File: src/rtl/ysyx_23060221_arbiter_if.sv
// AXI-style read/write bus bundle shared by the IFU, LSU and slave sides of the arbiter.
// No storage; pure wiring.
// Flow control is the usual valid/ready pair on every channel.
interface ysyx_23060221_arbiter_if;
  // read address
  logic        arvalid;
  logic [31:0] araddr;
  logic [3:0]  arid;
  logic [7:0]  arlen;
  logic [2:0]  arsize;
  logic [1:0]  arburst;
  logic        arready;
  // read data
  logic        rvalid;
  logic [31:0] rdata;
  logic [1:0]  rresp;
  logic        rlast;
  logic [3:0]  rid;
  logic        rready;
  // write address
  logic        awvalid;
  logic [31:0] awaddr;
  logic [3:0]  awid;
  logic [7:0]  awlen;
  logic [2:0]  awsize;
  logic [1:0]  awburst;
  logic        awready;
  // write data
  logic        wvalid;
  logic [31:0] wdata;
  logic [3:0]  wstrb;
  logic        wlast;
  logic        wready;
  // write response
  logic        bvalid;
  logic [1:0]  bresp;
  logic [3:0]  bid;
  logic        bready;

  // side that issues requests
  modport master (
    output arvalid, araddr, arid, arlen, arsize, arburst, input arready,
    input  rvalid, rdata, rresp, rlast, rid, output rready,
    output awvalid, awaddr, awid, awlen, awsize, awburst, input awready,
    output wvalid, wdata, wstrb, wlast, input wready,
    input  bvalid, bresp, bid, output bready
  );

  // side that answers requests
  modport slave (
    input  arvalid, araddr, arid, arlen, arsize, arburst, output arready,
    output rvalid, rdata, rresp, rlast, rid, input rready,
    input  awvalid, awaddr, awid, awlen, awsize, awburst, output awready,
    input  wvalid, wdata, wstrb, wlast, output wready,
    output bvalid, bresp, bid, input bready
  );
endinterface

File: src/rtl/ysyx_23060221_arbiter.sv
// Two-master (IFU read, LSU read/write) to one-slave bus arbiter, one transaction at a time.
// Grant takes one edge from IDLE; granted channels pass through with zero added latency.
// Ungranted masters see ready=0; an idle cycle separates consecutive grants.
module ysyx_23060221_arbiter #(
  parameter int TIMEOUT = 1023
) (
  input  logic                     clk,
  input  logic                     rst,
  ysyx_23060221_arbiter_if.slave   m0,
  ysyx_23060221_arbiter_if.slave   m1,
  ysyx_23060221_arbiter_if.master  s,
  output logic                     err_timeout
);

  localparam int CW = (TIMEOUT < 1) ? 1 : $clog2(TIMEOUT + 1);
  localparam logic [CW-1:0] TMAX = CW'(TIMEOUT);

  typedef enum logic [1:0] {
    IDLE   = 2'd0,
    RD_IFU = 2'd1,
    RD_LSU = 2'd2,
    WR_LSU = 2'd3
  } state_e;

  state_e        state_q, state_d;
  logic [CW-1:0] hold_q, hold_d;
  logic          err_q, err_d;

  // State, hold counter and sticky error register; reset abandons any transaction.
  always_ff @(posedge clk or posedge rst) begin
    if (rst) begin
      state_q <= IDLE;
      hold_q  <= '0;
      err_q   <= 1'b0;
    end else begin
      state_q <= state_d;
      hold_q  <= hold_d;
      err_q   <= err_d;
    end
  end

  // Next state: fixed priority in IDLE, otherwise wait for the granted release condition.
  always_comb begin
    state_d = state_q;
    case (state_q)
      IDLE: begin
        if (m1.awvalid)      state_d = WR_LSU;
        else if (m1.arvalid) state_d = RD_LSU;
        else if (m0.arvalid) state_d = RD_IFU;
      end
      RD_IFU, RD_LSU: if (s.rvalid && s.rready && s.rlast) state_d = IDLE;
      WR_LSU:         if (s.bvalid && s.bready)            state_d = IDLE;
      default:        state_d = IDLE;
    endcase
  end

  // Hold counter saturates at TIMEOUT; the error flag latches when it gets there.
  always_comb begin
    hold_d = hold_q;
    if (state_q == IDLE)   hold_d = '0;
    else if (hold_q != TMAX) hold_d = hold_q + 1'b1;
    err_d = err_q | ((state_q != IDLE) && (hold_d == TMAX));
  end

  assign err_timeout = err_q;

  // Channel steering: everything is zero unless the current grant routes it.
  always_comb begin
    s.arvalid = 1'b0; s.araddr = '0; s.arid = '0; s.arlen = '0; s.arsize = '0; s.arburst = '0;
    s.rready  = 1'b0;
    s.awvalid = 1'b0; s.awaddr = '0; s.awid = '0; s.awlen = '0; s.awsize = '0; s.awburst = '0;
    s.wvalid  = 1'b0; s.wdata = '0; s.wstrb = '0; s.wlast = 1'b0;
    s.bready  = 1'b0;
    m0.arready = 1'b0; m0.rvalid = 1'b0; m0.rdata = '0; m0.rresp = '0; m0.rlast = 1'b0; m0.rid = '0;
    // the IFU never writes, so its write-side outputs stay low permanently
    m0.awready = 1'b0; m0.wready = 1'b0; m0.bvalid = 1'b0; m0.bresp = '0; m0.bid = '0;
    m1.arready = 1'b0; m1.rvalid = 1'b0; m1.rdata = '0; m1.rresp = '0; m1.rlast = 1'b0; m1.rid = '0;
    m1.awready = 1'b0; m1.wready = 1'b0; m1.bvalid = 1'b0; m1.bresp = '0; m1.bid = '0;
    case (state_q)
      RD_IFU: begin
        s.arvalid = m0.arvalid; s.araddr = m0.araddr; s.arid = m0.arid;
        s.arlen = m0.arlen; s.arsize = m0.arsize; s.arburst = m0.arburst;
        m0.arready = s.arready;
        m0.rvalid = s.rvalid; m0.rdata = s.rdata; m0.rresp = s.rresp;
        m0.rlast = s.rlast; m0.rid = s.rid;
        s.rready = m0.rready;
      end
      RD_LSU: begin
        s.arvalid = m1.arvalid; s.araddr = m1.araddr; s.arid = m1.arid;
        s.arlen = m1.arlen; s.arsize = m1.arsize; s.arburst = m1.arburst;
        m1.arready = s.arready;
        m1.rvalid = s.rvalid; m1.rdata = s.rdata; m1.rresp = s.rresp;
        m1.rlast = s.rlast; m1.rid = s.rid;
        s.rready = m1.rready;
      end
      WR_LSU: begin
        s.awvalid = m1.awvalid; s.awaddr = m1.awaddr; s.awid = m1.awid;
        s.awlen = m1.awlen; s.awsize = m1.awsize; s.awburst = m1.awburst;
        m1.awready = s.awready;
        s.wvalid = m1.wvalid; s.wdata = m1.wdata; s.wstrb = m1.wstrb; s.wlast = m1.wlast;
        m1.wready = s.wready;
        m1.bvalid = s.bvalid; m1.bresp = s.bresp; m1.bid = s.bid;
        s.bready = m1.bready;
      end
      default: ;
    endcase
  end

endmodule

File: src/flat_wrapper.sv
// flat-port wrapper written by rule: the top's interface ports become plain ports
module ysyx_23060221_arbiter_flat 
#(
  parameter int TIMEOUT = 1023
)
  (clk, rst, err_timeout, m0_arvalid, m0_araddr, m0_arid, m0_arlen, m0_arsize, m0_arburst, m0_arready, m0_rvalid, m0_rdata, m0_rresp, m0_rlast, m0_rid, m0_rready, m0_awvalid, m0_awaddr, m0_awid, m0_awlen, m0_awsize, m0_awburst, m0_awready, m0_wvalid, m0_wdata, m0_wstrb, m0_wlast, m0_wready, m0_bvalid, m0_bresp, m0_bid, m0_bready, m1_arvalid, m1_araddr, m1_arid, m1_arlen, m1_arsize, m1_arburst, m1_arready, m1_rvalid, m1_rdata, m1_rresp, m1_rlast, m1_rid, m1_rready, m1_awvalid, m1_awaddr, m1_awid, m1_awlen, m1_awsize, m1_awburst, m1_awready, m1_wvalid, m1_wdata, m1_wstrb, m1_wlast, m1_wready, m1_bvalid, m1_bresp, m1_bid, m1_bready, s_arvalid, s_araddr, s_arid, s_arlen, s_arsize, s_arburst, s_arready, s_rvalid, s_rdata, s_rresp, s_rlast, s_rid, s_rready, s_awvalid, s_awaddr, s_awid, s_awlen, s_awsize, s_awburst, s_awready, s_wvalid, s_wdata, s_wstrb, s_wlast, s_wready, s_bvalid, s_bresp, s_bid, s_bready);
  ysyx_23060221_arbiter_if m0_i ();
  ysyx_23060221_arbiter_if m1_i ();
  ysyx_23060221_arbiter_if s_i ();
  input  logic clk;
  input  logic rst;
  output logic err_timeout;
  input wire logic [$bits(m0_i.arvalid)-1:0] m0_arvalid;
  input wire logic [$bits(m0_i.araddr)-1:0] m0_araddr;
  input wire logic [$bits(m0_i.arid)-1:0] m0_arid;
  input wire logic [$bits(m0_i.arlen)-1:0] m0_arlen;
  input wire logic [$bits(m0_i.arsize)-1:0] m0_arsize;
  input wire logic [$bits(m0_i.arburst)-1:0] m0_arburst;
  output wire logic [$bits(m0_i.arready)-1:0] m0_arready;
  output wire logic [$bits(m0_i.rvalid)-1:0] m0_rvalid;
  output wire logic [$bits(m0_i.rdata)-1:0] m0_rdata;
  output wire logic [$bits(m0_i.rresp)-1:0] m0_rresp;
  output wire logic [$bits(m0_i.rlast)-1:0] m0_rlast;
  output wire logic [$bits(m0_i.rid)-1:0] m0_rid;
  input wire logic [$bits(m0_i.rready)-1:0] m0_rready;
  input wire logic [$bits(m0_i.awvalid)-1:0] m0_awvalid;
  input wire logic [$bits(m0_i.awaddr)-1:0] m0_awaddr;
  input wire logic [$bits(m0_i.awid)-1:0] m0_awid;
  input wire logic [$bits(m0_i.awlen)-1:0] m0_awlen;
  input wire logic [$bits(m0_i.awsize)-1:0] m0_awsize;
  input wire logic [$bits(m0_i.awburst)-1:0] m0_awburst;
  output wire logic [$bits(m0_i.awready)-1:0] m0_awready;
  input wire logic [$bits(m0_i.wvalid)-1:0] m0_wvalid;
  input wire logic [$bits(m0_i.wdata)-1:0] m0_wdata;
  input wire logic [$bits(m0_i.wstrb)-1:0] m0_wstrb;
  input wire logic [$bits(m0_i.wlast)-1:0] m0_wlast;
  output wire logic [$bits(m0_i.wready)-1:0] m0_wready;
  output wire logic [$bits(m0_i.bvalid)-1:0] m0_bvalid;
  output wire logic [$bits(m0_i.bresp)-1:0] m0_bresp;
  output wire logic [$bits(m0_i.bid)-1:0] m0_bid;
  input wire logic [$bits(m0_i.bready)-1:0] m0_bready;
  input wire logic [$bits(m1_i.arvalid)-1:0] m1_arvalid;
  input wire logic [$bits(m1_i.araddr)-1:0] m1_araddr;
  input wire logic [$bits(m1_i.arid)-1:0] m1_arid;
  input wire logic [$bits(m1_i.arlen)-1:0] m1_arlen;
  input wire logic [$bits(m1_i.arsize)-1:0] m1_arsize;
  input wire logic [$bits(m1_i.arburst)-1:0] m1_arburst;
  output wire logic [$bits(m1_i.arready)-1:0] m1_arready;
  output wire logic [$bits(m1_i.rvalid)-1:0] m1_rvalid;
  output wire logic [$bits(m1_i.rdata)-1:0] m1_rdata;
  output wire logic [$bits(m1_i.rresp)-1:0] m1_rresp;
  output wire logic [$bits(m1_i.rlast)-1:0] m1_rlast;
  output wire logic [$bits(m1_i.rid)-1:0] m1_rid;
  input wire logic [$bits(m1_i.rready)-1:0] m1_rready;
  input wire logic [$bits(m1_i.awvalid)-1:0] m1_awvalid;
  input wire logic [$bits(m1_i.awaddr)-1:0] m1_awaddr;
  input wire logic [$bits(m1_i.awid)-1:0] m1_awid;
  input wire logic [$bits(m1_i.awlen)-1:0] m1_awlen;
  input wire logic [$bits(m1_i.awsize)-1:0] m1_awsize;
  input wire logic [$bits(m1_i.awburst)-1:0] m1_awburst;
  output wire logic [$bits(m1_i.awready)-1:0] m1_awready;
  input wire logic [$bits(m1_i.wvalid)-1:0] m1_wvalid;
  input wire logic [$bits(m1_i.wdata)-1:0] m1_wdata;
  input wire logic [$bits(m1_i.wstrb)-1:0] m1_wstrb;
  input wire logic [$bits(m1_i.wlast)-1:0] m1_wlast;
  output wire logic [$bits(m1_i.wready)-1:0] m1_wready;
  output wire logic [$bits(m1_i.bvalid)-1:0] m1_bvalid;
  output wire logic [$bits(m1_i.bresp)-1:0] m1_bresp;
  output wire logic [$bits(m1_i.bid)-1:0] m1_bid;
  input wire logic [$bits(m1_i.bready)-1:0] m1_bready;
  output wire logic [$bits(s_i.arvalid)-1:0] s_arvalid;
  output wire logic [$bits(s_i.araddr)-1:0] s_araddr;
  output wire logic [$bits(s_i.arid)-1:0] s_arid;
  output wire logic [$bits(s_i.arlen)-1:0] s_arlen;
  output wire logic [$bits(s_i.arsize)-1:0] s_arsize;
  output wire logic [$bits(s_i.arburst)-1:0] s_arburst;
  input wire logic [$bits(s_i.arready)-1:0] s_arready;
  input wire logic [$bits(s_i.rvalid)-1:0] s_rvalid;
  input wire logic [$bits(s_i.rdata)-1:0] s_rdata;
  input wire logic [$bits(s_i.rresp)-1:0] s_rresp;
  input wire logic [$bits(s_i.rlast)-1:0] s_rlast;
  input wire logic [$bits(s_i.rid)-1:0] s_rid;
  output wire logic [$bits(s_i.rready)-1:0] s_rready;
  output wire logic [$bits(s_i.awvalid)-1:0] s_awvalid;
  output wire logic [$bits(s_i.awaddr)-1:0] s_awaddr;
  output wire logic [$bits(s_i.awid)-1:0] s_awid;
  output wire logic [$bits(s_i.awlen)-1:0] s_awlen;
  output wire logic [$bits(s_i.awsize)-1:0] s_awsize;
  output wire logic [$bits(s_i.awburst)-1:0] s_awburst;
  input wire logic [$bits(s_i.awready)-1:0] s_awready;
  output wire logic [$bits(s_i.wvalid)-1:0] s_wvalid;
  output wire logic [$bits(s_i.wdata)-1:0] s_wdata;
  output wire logic [$bits(s_i.wstrb)-1:0] s_wstrb;
  output wire logic [$bits(s_i.wlast)-1:0] s_wlast;
  input wire logic [$bits(s_i.wready)-1:0] s_wready;
  input wire logic [$bits(s_i.bvalid)-1:0] s_bvalid;
  input wire logic [$bits(s_i.bresp)-1:0] s_bresp;
  input wire logic [$bits(s_i.bid)-1:0] s_bid;
  output wire logic [$bits(s_i.bready)-1:0] s_bready;
  assign m0_i.arvalid = m0_arvalid;
  assign m0_i.araddr = m0_araddr;
  assign m0_i.arid = m0_arid;
  assign m0_i.arlen = m0_arlen;
  assign m0_i.arsize = m0_arsize;
  assign m0_i.arburst = m0_arburst;
  assign m0_arready = m0_i.arready;
  assign m0_rvalid = m0_i.rvalid;
  assign m0_rdata = m0_i.rdata;
  assign m0_rresp = m0_i.rresp;
  assign m0_rlast = m0_i.rlast;
  assign m0_rid = m0_i.rid;
  assign m0_i.rready = m0_rready;
  assign m0_i.awvalid = m0_awvalid;
  assign m0_i.awaddr = m0_awaddr;
  assign m0_i.awid = m0_awid;
  assign m0_i.awlen = m0_awlen;
  assign m0_i.awsize = m0_awsize;
  assign m0_i.awburst = m0_awburst;
  assign m0_awready = m0_i.awready;
  assign m0_i.wvalid = m0_wvalid;
  assign m0_i.wdata = m0_wdata;
  assign m0_i.wstrb = m0_wstrb;
  assign m0_i.wlast = m0_wlast;
  assign m0_wready = m0_i.wready;
  assign m0_bvalid = m0_i.bvalid;
  assign m0_bresp = m0_i.bresp;
  assign m0_bid = m0_i.bid;
  assign m0_i.bready = m0_bready;
  assign m1_i.arvalid = m1_arvalid;
  assign m1_i.araddr = m1_araddr;
  assign m1_i.arid = m1_arid;
  assign m1_i.arlen = m1_arlen;
  assign m1_i.arsize = m1_arsize;
  assign m1_i.arburst = m1_arburst;
  assign m1_arready = m1_i.arready;
  assign m1_rvalid = m1_i.rvalid;
  assign m1_rdata = m1_i.rdata;
  assign m1_rresp = m1_i.rresp;
  assign m1_rlast = m1_i.rlast;
  assign m1_rid = m1_i.rid;
  assign m1_i.rready = m1_rready;
  assign m1_i.awvalid = m1_awvalid;
  assign m1_i.awaddr = m1_awaddr;
  assign m1_i.awid = m1_awid;
  assign m1_i.awlen = m1_awlen;
  assign m1_i.awsize = m1_awsize;
  assign m1_i.awburst = m1_awburst;
  assign m1_awready = m1_i.awready;
  assign m1_i.wvalid = m1_wvalid;
  assign m1_i.wdata = m1_wdata;
  assign m1_i.wstrb = m1_wstrb;
  assign m1_i.wlast = m1_wlast;
  assign m1_wready = m1_i.wready;
  assign m1_bvalid = m1_i.bvalid;
  assign m1_bresp = m1_i.bresp;
  assign m1_bid = m1_i.bid;
  assign m1_i.bready = m1_bready;
  assign s_arvalid = s_i.arvalid;
  assign s_araddr = s_i.araddr;
  assign s_arid = s_i.arid;
  assign s_arlen = s_i.arlen;
  assign s_arsize = s_i.arsize;
  assign s_arburst = s_i.arburst;
  assign s_i.arready = s_arready;
  assign s_i.rvalid = s_rvalid;
  assign s_i.rdata = s_rdata;
  assign s_i.rresp = s_rresp;
  assign s_i.rlast = s_rlast;
  assign s_i.rid = s_rid;
  assign s_rready = s_i.rready;
  assign s_awvalid = s_i.awvalid;
  assign s_awaddr = s_i.awaddr;
  assign s_awid = s_i.awid;
  assign s_awlen = s_i.awlen;
  assign s_awsize = s_i.awsize;
  assign s_awburst = s_i.awburst;
  assign s_i.awready = s_awready;
  assign s_wvalid = s_i.wvalid;
  assign s_wdata = s_i.wdata;
  assign s_wstrb = s_i.wstrb;
  assign s_wlast = s_i.wlast;
  assign s_i.wready = s_wready;
  assign s_i.bvalid = s_bvalid;
  assign s_i.bresp = s_bresp;
  assign s_i.bid = s_bid;
  assign s_bready = s_i.bready;
  ysyx_23060221_arbiter #(.TIMEOUT(TIMEOUT)) u_core (.clk(clk), .rst(rst), .m0(m0_i), .m1(m1_i), .s(s_i), .err_timeout(err_timeout));
endmodule
File: config.mk
export PLATFORM = sky130hd
export DESIGN_NAME = ysyx_23060221_arbiter_flat
export DESIGN_NICKNAME = d
export VERILOG_FILES = /design/src/rtl/ysyx_23060221_arbiter_if.sv /design/src/rtl/ysyx_23060221_arbiter.sv /design/src/flat_wrapper.sv
export SDC_FILE = /design/constraint.sdc
export NUM_CORES = 1
export LEC_CHECK = 0
export ABC_AREA = 1
export CORE_AREA = 3 3 221 223
export CTS_CLUSTER_DIAMETER = 60
export DETAILED_ROUTE_END_ITERATION = 12
export DIE_AREA = 0 0 224 226
export GPL_ROUTABILITY_DRIVEN = 0
export SLEW_MARGIN = 20
export SYNTH_ARGS = -nofsm -noshare
export SYNTH_HDL_FRONTEND = slang
export SYNTH_SLANG_ARGS = --single-unit
export TNS_END_PERCENT = 10
File: constraint.sdc
create_clock -name clk -period 2.8 [get_ports clk]
set_input_delay 0.42 -clock clk [delete_from_list [all_inputs] [get_ports clk]]
set_output_delay 0.42 -clock clk [all_outputs]
set_load 0.01 [all_outputs]
Yosys cells after proc, flatten, opt, wreduce, memory -nomap -nowiden
Index checks and enable logic that the tools add are counted.

Add/sub/neg operators: 1. $mul: 0. Div/mod/pow operators: 0. $lt $le $gt $ge: 0. Equality and inequality tests: 8. Shift-type cells: 0. Multiplexer cells: 43. Bitwise logic cells: 1. Reductions and logical operators: 8.

Operator list (number): 2-to-1 mux 32 bit (4); one-hot mux 32 bit (2 select lines) (1); 2-to-1 mux 10 bit (2); 2-to-1 mux 4 bit (5); 2-to-1 mux 2 bit (9); one-hot mux 8 bit (2 select lines) (1); 2-to-1 mux 1 bit (13); adder 10 x 1 -> 10 bit (second input constant) (1); equality test 10 bit (second input constant) (1); != test 10 bit (second input constant) (1); 2-to-1 mux 8 bit (1); one-hot mux 4 bit (2 select lines) (1); one-hot mux 2 bit (3 select lines) (1); one-hot mux 3 bit (2 select lines) (1); equality test 2 bit (second input constant) (2); logical AND 1 bit (4); != test 2 x 1 -> 1 bit (second input constant) (2); != test 4 bit (second input constant) (1); one-hot mux 1 bit (2 select lines) (2); one-hot mux 2 bit (2 select lines) (1); 2-to-1 mux 3 bit (1); AND reduction 3 bit (1); equality test 2 x 1 -> 1 bit (second input constant) (1); logical NOT 2 bit (1); 3 further kinds (3).

Flip-flop bits (word level): 13. Latch bits: 0. Memory bits (writable): 0. Bits in read-only memories: 0. Input port bits: 332. Memories kept: 0.

Depth between registers and ports, before layout
Word-level depth: 6. Mapped depth: 11. Depth with buffers taken out: 11.

Least setup slack after synthesis
OpenSTA, ideal clock, no wires.

Kind: register to output. Start: reg u_core.state_q[1]. End: out s_araddr[0]. Data arrival time: 1.461 ns. Required time: 2.380 ns. Path slack: 0.919 ns. Stages on the path, launching flop included: 7. Buffers on the path: 2. Cell sequence: dfrtp_1 inv_1 ha_1 clkbuf_1 clkbuf_1 nand2_1 a21oi_1.

Longest elaborated chain between the ends: 2. Elaborated cells on any way between the ends: 3.

Ends and longest elaborated chain: start: declaration (line ysyx_23060221_arbiter.sv:25) `state_e state_q, state_d;`; start signal: assignment (line ysyx_23060221_arbiter.sv:36) `state_q <= state_d;`; equality test 2 bit / equality test 2 x 1 -> 1 bit (equally long branches) (line ysyx_23060221_arbiter.sv:79) `case (state_q)`; one-hot mux 32 bit (2 select lines) (*) (line ysyx_23060221_arbiter.sv:79); end: declaration (line flat_wrapper.sv:72) `output wire logic [$bits(s_i.araddr)-1:0] s_araddr;`.

Mark *: on every way between the ends. The rest lies on a longest branch, timed or not.

Worst setup path after layout
Start: reg u_core.state_q[0]. End: out s_arid[1].

Longest elaborated chain between the ends: 2. Elaborated cells on any way between the ends: 3.

Ends and longest elaborated chain: equality test 2 bit / equality test 2 x 1 -> 1 bit (equally long branches) (line ysyx_23060221_arbiter.sv:79); one-hot mux 4 bit (2 select lines) (*) (line ysyx_23060221_arbiter.sv:79); end: declaration (line flat_wrapper.sv:73) `output wire logic [$bits(s_i.arid)-1:0] s_arid;`.

Marks and branches as above.

==> results.toml <==
[finish]
final_core_util_pct = 18.8
drive_gt1_share_pct = 3.97
n_antenna_cell = 0
final_cell_mix = "clkdlybuf4s50_1, nand2_1, inv_1"
syn2layout_area_growth_pct = 182
layoutNonFillerInstCount = 1767
fillerInstances = 5240
finalNetCount = 1498
final_common_cell = "clkdlybuf4s50_1"

[detailed_routing]
via_per_inst = 3.12
drt_iter0_markers = 218
ant_nets = 0
dr.pass1.iters = 6
drt-total-wl_mm = 19.7
wl_per_cell_um = 11.1
num_vias = 5516
drc = 0

[power_and_ir_drop]
finalPower_mw = 4.90
p_leak_nw = 4.56
seq_power_share_pct = 5.1
p_int_mw = 2.60
p_comb_share_pct = 89.3
p_switching_mw = 2.30
powerDensity_nw_per_um2 = 556
swShare_pct = 46.9
power_frac_clock_pct = 5.6
vdd_drop_max_mv = 0.423

[placed_design]
place_inst = 1763
dpl.hpwl_mm = 17.2
pre_cts_slack_ns = 0.273
port_buffers = 474

[critical_path]
critPathMaxFanout = 19
worstPathRequired_ns = 2.38
r2r_cells = 10
r2r-end = "u_core.state_q[0]$_DFFE_PP0P_"
timing.rr.start = "u_core.state_q[0]$_DFFE_PP0P_"
start_kind = "register"
cp.arrival_ns = 2.26
cp-end-kind = "primary output"
criticalPathCategory = "register to primary output"
r2r_setup_slack_ns = 0.51

[clock_network]
hold_buffers = 0
cts_sinks = 13
clock_path_buffers = 2
cts_root_buf = "clkbuf_16"
numCtsBuffers = 3
cts.htree.levels = 1
insertion_delay_ns = 0.25
path_clk_slew_ns = 0.05
cts_tree = "done"

[worst_hold_path]
hold_path_depth = 2
hold_class = "register to register"
min_to = "u_core.err_timeout$_DFF_PP0_"
worstHoldStart = "u_core.err_timeout$_DFF_PP0_"

[synthesis]
avgSynthCellArea_um2 = 4.50
synthAdderAreaFrac_pct = 2.00
yosys.area_share.simple_pct = 45.1
synth_top_family_by_area = "simple AND/OR/NAND/NOR gates"
synth-seq-cells = 13
synth_compound_area_share_pct = 9.97
netlist_area_um2 = 3120
synthMuxAreaShare_pct = 0
synth_top_cell_by_area = "nand2_1"
netlist-cell-type-count = 24
synth_area_leaders = "nand2_1, inv_1, dfrtp_1"
synth_top_cell_area_share_pct = 38.2
yosysWarnings = 0
syn_inst = 694
post_synth_xor_area_fraction_pct = 0
ys_seq_area_share_pct = 10.4

[sta]
finalClockSkew_ns = 0.00250
slew_headroom_pct = 65.4
finalHoldViolations = 0
fin_ws_ns = 0.122
post-route-min-period_ns = 2.68
setup_viol = 0
fmax_ghz = 0.373
drv_slew = 0
tightest_slew_ns = 0.518
period_share_pct = 95.6
worst_hold_slack_ns = 0.456
rsz0062_at_grt = "true"

[grt]
grt_usage_pct = 6.94
grt_max_degree = 51
grt_pass1_wl_mm = 28.3
antenna_found_initial = 1
overflow = 0
grt_pass1_vias = 5316

[floorplan]
dieWidth_um = 224
die_h_um = 226
ios = 573
rows = 79
core_um2 = 46800
die_area_um2 = 50600
start_util_pct = 6.68

[run]
drv_cap = 0

[run_status]
outcome = "finished, final reports clean"
-- cell usage after synthesis --
cell,number
a21oi_1,53
nor2_4,2
clkbuf_1,31
a22oi_1,1
nand2_2,3
ha_1,5
clkinv_1,1
nand3_1,12
nor2_2,1
buf_1,3
o21ai_0,3
inv_1,209
nand2_1,318
o21ai_2,2
buf_2,2
dfrtp_1,13
buf_4,10
conb_1,1
buf_6,1
nand4_1,2
nor2_1,18
o22ai_1,1
nand3_4,1
nand3_2,1
-- power groups by stage --
stage	logic [mW]	clock network [mW]	registers (mW)
after floorplan	1.79	0	0.252
after global placement	4.42	0	0.249
after detailed placement	4.42	0	0.251
after CTS	4.44	0.278	0.249
after global routing	4.78	0.291	0.252
final	4.38	0.274	0.248
-- per-layer routing --
metal / GRT usage (%) / wire, µm / part of all wire, %
met1: 7.76 / 7290 / 37
met5: 0 / 5 / 0.025
met2: 13.0 / 10100 / 51
met4: 2.08 / 581 / 3.0
met3: 1.61 / 1660 / 8.5
-- area by class of cell --
type / instances / area (µm²) / area share (%)
multi-input cells: 432 / 1860 / 21.1
well taps: 607 / 759 / 8.62
clock buffers: 4 / 78.8 / 0.895
inverters: 210 / 791 / 8.98
repair buffers: 501 / 4990 / 56.7
flip-flops and latches: 13 / 325 / 3.69
-- cells by family (layout without fill, tap and decap cells) --
kind of cell | after synthesis | count (layout)
DFF | 13 | 13
buffers and inverters | 257 | 715
AOI/OAI and AO/OA | 60 | 60
other | 1 | 9
adders and majority gates | 5 | 5
and+or+nand+nor | 358 | 358
-- state kept, by name (all words and copies together) (netlist names) --
register,count
u_core.err_timeout,1
u_core.hold_q,10
u_core.state_q,2
-- how the worst max path moves through the flow --
stage,cells after the start,start,slack (ns),endpoint
global placement,6,u_core.state_q[0]$_DFFE_PP0P_,0.27,s_arid[0]
CTS,6,u_core.state_q[0]$_DFFE_PP0P_,0.007,s_arid[0]
detailed placement,6,u_core.state_q[1]$_DFFE_PP0P_,0.27,s_arid[0]
global route,8,u_core.state_q[0]$_DFFE_PP0P_,-0.003,s_rready
floorplan,6,u_core.state_q[1]$_DFFE_PP0P_,0.92,s_araddr[0]
finish,7,u_core.state_q[0]$_DFFE_PP0P_,0.12,s_arid[1]
-- critical path: stages (launching register included) --
cell,delay (ns)
dfrtp_1,0.37
inv_1,0.08
buf_4,0.12
ha_4,0.33
buf_6,0.21
nand2_1,0.06
a21oi_1,0.20
clkdlybuf4s50_1,0.59
-- timing repair --
action / in CTS / in global routing
gates resized for setup: 0 / 9
endpoints found under the setup margin: 0 / 19
buffers inserted: 0 / 0
-- per-stage QoR --
step,area (µm²),setup TNS (ns)
floorplan,3150,0
global placement,8700,0
CTS,8780,0
finish,8810,0
detailed placement,8700,0
global route,8810,-0.00317
No activity file was read; power rests on OpenSTA's default activity.
